[src/rtl/bin2bcd_seq_if.sv]
// Handshake and result bus of the sequential binary-to-BCD converter.
// The master is the source of binary samples; the slave is the converter.
interface bin2bcd_seq_if #(
   parameter int BIN_W  = 16,
   parameter int DIGITS = 5
);
   logic                  in_valid;
   logic                  in_ready;
   logic [BIN_W-1:0]      bin_in;
   logic                  out_valid;
   logic [4*DIGITS-1:0]   bcd_out;
   logic [DIGITS-1:0]     blank;
   logic                  busy;

   modport master (
      output in_valid, bin_in,
      input  in_ready, out_valid, bcd_out, blank, busy
   );

   modport slave (
      input  in_valid, bin_in,
      output in_ready, out_valid, bcd_out, blank, busy
   );
endinterface

[src/rtl/bin2bcd_seq.sv]
// Sequential double-dabble binary-to-BCD converter: one input bit per clock,
// one-cycle result strobe and a leading-zero blank mask for 7-segment drivers.
module bin2bcd_seq #(
   parameter int BIN_W  = 16,
   parameter int DIGITS = 5
) (
   input logic          clk,
   input logic          rst,
   bin2bcd_seq_if.slave bus
);

   // Decimal digits needed for the largest BIN_W-bit value (2**BIN_W - 1).
   function automatic int min_digits(input int w);
      longint unsigned v;
      int              d;
      v = (64'd1 << w) - 64'd1;
      d = 1;
      v = v / 64'd10;
      while (v != 0) begin
         d++;
         v = v / 64'd10;
      end
      return d;
   endfunction

   if (BIN_W < 4 || BIN_W > 32) begin : g_bad_width
      $error("bin2bcd_seq: BIN_W=%0d outside 4..32", BIN_W);
   end
   if (DIGITS < min_digits(BIN_W)) begin : g_bad_digits
      $error("bin2bcd_seq: DIGITS=%0d too small for BIN_W=%0d", DIGITS, BIN_W);
   end

   localparam int CNT_W = $clog2(BIN_W);
   localparam int BCD_W = 4 * DIGITS;

   typedef enum logic {IDLE, SHIFT} state_t;

   state_t              state;
   state_t              state_nxt;
   logic [BIN_W-1:0]    shreg;
   logic [BCD_W-1:0]    scratch;
   logic [BCD_W-1:0]    adj;
   logic [BCD_W-1:0]    scratch_nxt;
   logic [CNT_W-1:0]    cnt;
   logic                done;
   logic [DIGITS-1:0]   blank_nxt;
   logic                result_valid;
   logic [BCD_W-1:0]    result_bcd;
   logic [DIGITS-1:0]   result_blank;

   // NOTE: sequential state uses non-blocking assignments so every register
   // samples pre-edge values regardless of process ordering.
   always_ff @(posedge clk) begin
      if (rst) state <= IDLE;
      else     state <= state_nxt;
   end

   // NOTE: every combinational output gets a default first, so no path
   // through the case can leave it unassigned and infer a latch.
   always_comb begin
      state_nxt = state;
      case (state)
         IDLE:    if (bus.in_valid) state_nxt = SHIFT;
         SHIFT:   if (cnt == '0)    state_nxt = IDLE;
         default: state_nxt = IDLE;
      endcase
   end

   always_comb begin
      bus.in_ready = (state == IDLE);
      bus.busy     = (state == SHIFT);
      done         = (state == SHIFT) && (cnt == '0);
   end

   // Add-3 correction on every digit, then shift the next binary bit in.
   always_comb begin
      adj = scratch;
      for (int i = 0; i < DIGITS; i++) begin
         if (scratch[4*i +: 4] >= 4'd5) adj[4*i +: 4] = scratch[4*i +: 4] + 4'd3;
      end
      scratch_nxt = {adj[BCD_W-2:0], shreg[BIN_W-1]};
   end

   // A digit blanks when it and every higher digit are zero; units never blank.
   always_comb begin
      logic zero_above;
      zero_above = 1'b1;
      blank_nxt  = '0;
      for (int i = DIGITS - 1; i >= 1; i--) begin
         zero_above   = zero_above && (scratch_nxt[4*i +: 4] == 4'd0);
         blank_nxt[i] = zero_above;
      end
   end

   always_ff @(posedge clk) begin
      if (rst) begin
         shreg        <= '0;
         scratch      <= '0;
         cnt          <= '0;
         result_valid <= 1'b0;
         result_bcd   <= '0;
         result_blank <= {{(DIGITS-1){1'b1}}, 1'b0};
      end else begin
         result_valid <= done;
         case (state)
            IDLE: begin
               if (bus.in_valid) begin
                  shreg   <= bus.bin_in;
                  scratch <= '0;
                  cnt     <= CNT_W'(BIN_W - 1);
               end
            end
            SHIFT: begin
               shreg   <= shreg << 1;
               scratch <= scratch_nxt;
               cnt     <= cnt - 1'b1;
               if (done) begin
                  result_bcd   <= scratch_nxt;
                  result_blank <= blank_nxt;
               end
            end
            default: ;
         endcase
      end
   end

   assign bus.out_valid = result_valid;
   assign bus.bcd_out   = result_bcd;
   assign bus.blank     = result_blank;

endmodule

[src/flat_wrapper.sv]
// flat-port wrapper written by rule: the top's interface ports become plain ports
module bin2bcd_seq_flat 
#(
   parameter int BIN_W  = 16,
   parameter int DIGITS = 5
)
  (clk, rst, bus_in_valid, bus_bin_in, bus_in_ready, bus_out_valid, bus_bcd_out, bus_blank, bus_busy);
  bin2bcd_seq_if #(.BIN_W(BIN_W), .DIGITS(DIGITS)) bus_i ();
  input logic clk;
  input logic rst;
  input wire logic [$bits(bus_i.in_valid)-1:0] bus_in_valid;
  input wire logic [$bits(bus_i.bin_in)-1:0] bus_bin_in;
  output wire logic [$bits(bus_i.in_ready)-1:0] bus_in_ready;
  output wire logic [$bits(bus_i.out_valid)-1:0] bus_out_valid;
  output wire logic [$bits(bus_i.bcd_out)-1:0] bus_bcd_out;
  output wire logic [$bits(bus_i.blank)-1:0] bus_blank;
  output wire logic [$bits(bus_i.busy)-1:0] bus_busy;
  assign bus_i.in_valid = bus_in_valid;
  assign bus_i.bin_in = bus_bin_in;
  assign bus_in_ready = bus_i.in_ready;
  assign bus_out_valid = bus_i.out_valid;
  assign bus_bcd_out = bus_i.bcd_out;
  assign bus_blank = bus_i.blank;
  assign bus_busy = bus_i.busy;
  bin2bcd_seq #(.BIN_W(BIN_W), .DIGITS(DIGITS)) u_core (.clk(clk), .rst(rst), .bus(bus_i));
endmodule
[config.mk]
export PLATFORM = sky130hd
export DESIGN_NAME = bin2bcd_seq_flat
export DESIGN_NICKNAME = d
export VERILOG_FILES = /design/src/rtl/bin2bcd_seq_if.sv /design/src/rtl/bin2bcd_seq.sv /design/src/flat_wrapper.sv
export SDC_FILE = /design/constraint.sdc
export NUM_CORES = 1
export LEC_CHECK = 0
export ABC_AREA = 1
export BUFFER_PORTS_ARGS = -buffer_cell sky130_fd_sc_hd__buf_2
export CAP_MARGIN = 25
export CORE_UTILIZATION = 51
export DETAILED_ROUTE_END_ITERATION = 10
export MAX_ROUTING_LAYER = met4
export PLACE_DENSITY = 0.81
export SLEW_MARGIN = 20
export SYNTH_ARGS = -nofsm -noshare
export SYNTH_HDL_FRONTEND = slang
export SYNTH_SLANG_ARGS = --single-unit
export TNS_END_PERCENT = 20
[constraint.sdc]
create_clock -name clk -period 1.4 [get_ports clk]
set_clock_uncertainty 0.15 [all_clocks]
set_input_delay 0.14 -clock clk [delete_from_list [all_inputs] [get_ports clk]]
set_output_delay 0.14 -clock clk [all_outputs]
set_load 0.05 [all_outputs]
Yosys cells after proc, flatten, opt, wreduce, memory -nomap -nowiden
Cells that the tools add are included.
{"block": "totals", "reg_bits": 66, "out_inout_bits": 28, "wordCells": 44}
{"block": "op_classes", "add_sub_neg": 6, "magnitude_cmp": 5, "n_eq_ne": 1, "mux": 14, "n_bitwise": 1, "n_reduce_logical": 10}
{"cell": "one-hot mux 20 bit (2 select lines)", "count": 1}
{"cell": "one-hot mux 16 bit (2 select lines)", "count": 1}
{"cell": ">= comparator 4 x 3 -> 1 bit, second input constant", "count": 5}
{"cell": "logical NOT 4 bit", "count": 5}
{"cell": "2-to-1 mux 20 bit", "count": 1}
{"cell": "2-to-1 mux 4 bit", "count": 5}
{"cell": "adder 4 x 2 -> 4 bit, second input constant", "count": 4}
{"cell": "2-to-1 mux 16 bit", "count": 1}
{"cell": "one-hot mux 4 bit (2 select lines)", "count": 1}
{"cell": "logical AND 1 bit", "count": 4}
{"cell": "subtractor 4 x 1 -> 4 bit, second input constant", "count": 1}
{"cell": "adder 3 x 2 -> 3 bit, second input constant", "count": 1}
{"cell": "2-to-1 mux 3 bit", "count": 1}
{"cell": "2-to-1 mux 1 bit", "count": 2}
{"cell": "inequality test 2 bit, second input constant", "count": 1}
{"cell": "one-hot mux 1 bit (2 select lines)", "count": 1}
{"cell": "AND reduction 2 bit", "count": 1}
{"cell": "NOT 1 bit", "count": 1}

Longest topological paths before layout
{"block": "depth", "word_depth": 6, "ltp_mapped": 11}

Least setup slack after synthesis
OpenSTA, ideal clock, no wires.
{"block": "synth_timing", "path_type": "register to register", "startpoint": "reg u_core.state (netlist: u_core.bus.busy)", "endpoint": "reg u_core.shreg[10]", "setup_ps": 109, "arrival_time_ps": 1503, "slack_ps": -362, "stages_incl_launch_ff": 10, "n_path_buf": 2, "cell_sequence": "dfxtp_1 > buf_4 > inv_2 > nand2_1 > inv_2 > buf_6 > nand2_1 > nand3_1 > nand2_1 > inv_1"}
{"block": "synth_via", "elab_chain_len": 2, "word_cells_on_any_way": 3, "cone_classes": "eq/ne (1); mux (1); bitwise (1)"}
{"item": "start, declared", "line_no": "bin2bcd_seq.sv:38", "source": "state_t state;"}
{"item": "start signal, assigned", "line_no": "bin2bcd_seq.sv:55", "source": "else state <= state_nxt;"}
{"item": "NOT 1 bit *"}
{"item": "net bus_in_ready", "line_no": "flat_wrapper.sv:13", "source": "output wire logic [$bits(bus_i.in_ready)-1:0] bus_in_ready;"}
{"item": "one-hot mux 16 bit (2 select lines) / inequality test 2 bit (equally long branches)"}
{"item": "end signal, assigned", "line_no": "bin2bcd_seq.sv:108", "source": "shreg <= bus.bin_in;"}
{"item": "end signal, assigned", "line_no": "bin2bcd_seq.sv:114", "source": "shreg <= shreg << 1;"}
{"item": "end, declared", "line_no": "bin2bcd_seq.sv:40", "source": "logic [BIN_W-1:0] shreg;"}
Mark *: on every way through the listed nets, which the timed path passes. The rest lies on a longest branch.
A chain may end at the register's enable or synchronous reset.

Worst setup path after layout
{"block": "layout_timing", "startpoint": "reg u_core.scratch[16]", "endpoint": "reg u_core.result_blank[3] (netlist: u_core.bus.blank[3])"}
{"block": "layout_via", "elab_chain_len": 4, "word_cells_on_any_way": 5, "cone_classes": "add/sub (1); order compare (1); mux (1); reduce/logical (2)"}
{"item": "start, declared", "line_no": "bin2bcd_seq.sv:41", "source": "logic [BCD_W-1:0] scratch;"}
{"item": "start signal, assigned", "line_no": "bin2bcd_seq.sv:115", "source": "scratch <= scratch_nxt;"}
{"item": ">= comparator 4 x 3 -> 1 bit / adder 3 x 2 -> 3 bit (equally long branches)", "line_no": "bin2bcd_seq.sv:79", "source": "if (scratch[4*i +: 4] >= 4'd5) adj[4*i +: 4] = scratch[4*i +: 4] + 4'd3;"}
{"item": "2-to-1 mux 3 bit *", "line_no": "bin2bcd_seq.sv:79"}
{"item": "logical NOT 4 bit *", "line_no": "bin2bcd_seq.sv:90", "source": "zero_above = zero_above && (scratch_nxt[4*i +: 4] == 4'd0);"}
{"item": "logical AND 1 bit *", "line_no": "bin2bcd_seq.sv:90"}
{"item": "end signal, assigned", "line_no": "bin2bcd_seq.sv:102", "source": "result_blank <= {{(DIGITS-1){1'b1}}, 1'b0};"}
{"item": "end signal, assigned", "line_no": "bin2bcd_seq.sv:119", "source": "result_blank <= blank_nxt;"}
{"item": "end, declared", "line_no": "bin2bcd_seq.sv:49", "source": "logic [DIGITS-1:0] result_blank;"}
Every way passes the cells marked *; elsewhere a longest branch is shown, timed or not.

==> results.json <==
{
  "synth-edff-count": 0,
  "p_sw_w": 0.00117,
  "grt_pass1_wl_um": 16000,
  "fp.dieW_um": 81.3,
  "pin_count": 47,
  "fin_nets": 599,
  "synth_seq_cells": 66,
  "ant_nets": 0,
  "seq_area_um2": 1340,
  "tns_ns": -3.11,
  "cts_made_buffers": 9,
  "track_usage": 0.333,
  "synth_area_um2": 3210,
  "syn_avg_cell_area_um2": 7.40,
  "p_comb_frac": 0.126,
  "critPathRequiredTime_ns": 1.53,
  "route.final.wire_length_um": 11300,
  "dp_hpwl_um": 5720,
  "critical_path_peak_fanout": 5,
  "async_reset_ff_frac": 0,
  "power_density_nw_per_um2": 898,
  "syn2layout_area_growth_pct": 51.3,
  "clk_pin_slew_worst_paths_ns": 0.07,
  "rsz0062_at_grt": "true",
  "cts-root-buf": "clkbuf_8",
  "antennaDiodeCount": 0,
  "dp_worst_setup_slack_ns": -0.261,
  "final_common_cell": "nand2_1",
  "clock_sinks": 66,
  "cap_violations": 0,
  "port_buffers": 45,
  "initial_utilization": 0.535,
  "routedWlPerCell_um": 17.5,
  "violations": "negative setup slack",
  "ir_drop_uv": 800,
  "p_sw_frac": 0.268,
  "power_frac_seq": 0.456,
  "ys_seq_area_frac": 0.412,
  "holdWs_ns": 0.0326,
  "syn_inst": 433,
  "synth_top_area_frac": 0.412,
  "syn_nets": 464,
  "cts_tree": "yes",
  "final_max_slew_viol_count": 0,
  "arrival_ns": 1.77,
  "fillCellCount": 315,
  "cts_htree_levels": 3,
  "start_kind": "flip-flop",
  "setup_slack_ns": -0.236,
  "clock_path_buffers": 2,
  "drive_gt1_frac": 0.459,
  "clkPwrFrac": 0.418,
  "final_cell_mix": "nand2_1, buf_4, dfxtp_1",
  "die_y_um": 81.3,
  "crit_type": "flip-flop to flip-flop",
  "post-route-drc-count": 0,
  "status": "finished, violations left",
  "antenna_found_initial": 0,
  "num_vias": 3763,
  "design_area_um2": 4850,
  "place_congestion": 0.842,
  "ys.warnings.count": 0,
  "grt_max_degree": 21,
  "dieArea_um2": 6610,
  "fmax_mhz": 611,
  "finalSetupViolCount": 31,
  "first_pass_iters": 5,
  "dpl_cell_area_um2": 3940,
  "vias_per_cell": 5.81,
  "grt-ovfl-total": 0,
  "drtIter0Drc": 357,
  "ys.flop_type": "dfxtp_1",
  "fin_crit_sh": 1.17,
  "row_count": 28,
  "core_um2": 5990,
  "fin_util": 0.810,
  "multi_input_area_um2": 1920,
  "power.leakage_nw": 2.41,
  "synthTopCellsByArea": "dfxtp_1, nand2_1, nand3_1",
  "power.internal_w": 0.00319,
  "yosysUniqueCellTypes": 35,
  "grt_pass1_vias": 3563,
  "end_kind": "flip-flop",
  "clkLatencyLatePin_ns": 0.35,
  "hold_viol_final": 0,
  "min_period_ns": 1.64,
  "hp-class": "input port to flip-flop",
  "yosys.area.top_type": "dfxtp_1"
}
==> metal layers <==
| metal | track usage | share of wire | vias to the layer above |
|---|---|---|---|
| met3 | 0.0742 | 0.067 | 62 |
| li1 | - | - | 1677 |
| met1 | 0.350 | 0.37 | 1803 |
| met4 | 0.180 | 0.050 | 0 |
| met2 | 0.574 | 0.52 | 221 |
| met5 | - | 0 | - |
==> power by group through the flow <==
stage,registers [W],clock network [W],logic (W)
floorplan,0.00203,0,0.000270
CTS,0.00197,0.00181,0.000491
global placement,0.00201,0,0.000425
finish,0.00198,0.00182,0.000548
detailed placement,0.00201,0,0.000434
global route,0.00198,0.00191,0.000583
==> through the flow <==
| stage | cells | total power [W] |
|---|---|---|
| 6_report | 648 | 0.00435 |
| 3_5_place_dp | 594 | 0.00245 |
| 5_1_grt | 648 | 0.00448 |
| 3_3_place_gp | 594 | 0.00244 |
| 2_1_floorplan | 433 | 0.00230 |
| 4_1_cts | 645 | 0.00427 |
==> path summary, 6_finish.rpt <==
path / from / end / slack (ns) / cells past startpoint
max: u_core.scratch[16]$_SDFFE_PP0P_ / u_core.bus.blank[3]$_SDFFE_PP1P_ / -0.24 / 10
min: rst / u_core.scratch[10]$_SDFFE_PP0P_ / 0.03 / 2
max reg2reg: u_core.scratch[16]$_SDFFE_PP0P_ / u_core.bus.blank[3]$_SDFFE_PP1P_ / -0.24 / 10
min reg2reg: u_core.bus.bcd_out[4]$_SDFFE_PP0P_ / u_core.bus.bcd_out[4]$_SDFFE_PP0P_ / 0.33 / 2
==> registers in the layout, summed over array words and instances (netlist names) <==
signal / cells
u_core.bus.bcd_out: 20
u_core.bus.blank: 4
u_core.bus.busy: 1
u_core.bus.out_valid: 1
u_core.cnt: 4
u_core.scratch: 20
u_core.shreg: 16
==> synth_stat cells, types with 8 or more instances <==
library cell	n
a21oi_1	24
o21ai_2	11
buf_2	9
o21ai_0	14
nor2_1	13
nand2_1	125
nand3_1	46
inv_1	47
nand4_1	8
dfxtp_1	66
a22oi_1	8
ha_1	12
nand2_2	10
==> layout make-up <==
type / count / area share
timing repair buffer: 143 / 0.221
clock buffer: 11 / 0.0292
inverter: 51 / 0.0426
clock inverter: 5 / 0.0157
multi-input combinational: 297 / 0.395
sequential: 66 / 0.277
tap: 75 / 0.0193
==> repair_timing <==
| item | in CTS | in global routing |
|---|---|---|
| endpoints found under the setup margin | 26 | 49 |
| pin swaps | 32 | 19 |
| hold buffers | 16 | 0 |
| resized for setup | 61 | 54 |
| setup buffers | 19 | 4 |
| hold endpoints to repair | 16 | 0 |
==> cells by family (layout without fill, tap and decap cells) <==
| group | count (synthesis) | in the layout | share of synthesized area |
|---|---|---|---|
| flip-flops | 66 | 66 | 0.412 |
| AO/OA/AOI/OAI | 68 | 68 | 0.132 |
| AND/OR/NAND/NOR | 215 | 215 | 0.308 |
| adder cells (fa/ha/maj) | 12 | 12 | 0.0468 |
| XOR/XNOR | 1 | 1 | 0.00273 |
| other | 1 | 1 | 0.00117 |
| buffers and inverters | 70 | 210 | 0.0972 |
==> worst max-delay path, stage by stage, from the launching register on <==
cell and delay [ns]:
dfxtp_2 0.34, inv_2 0.09, ha_4 0.15, inv_2 0.04, nand2_4 0.09, nand4_1 0.16
nand2_2 0.14, nand2_2 0.07, nor2_4 0.15, nand2_2 0.07, a21oi_2 0.12
No activity file was read; power rests on OpenSTA's default activity.
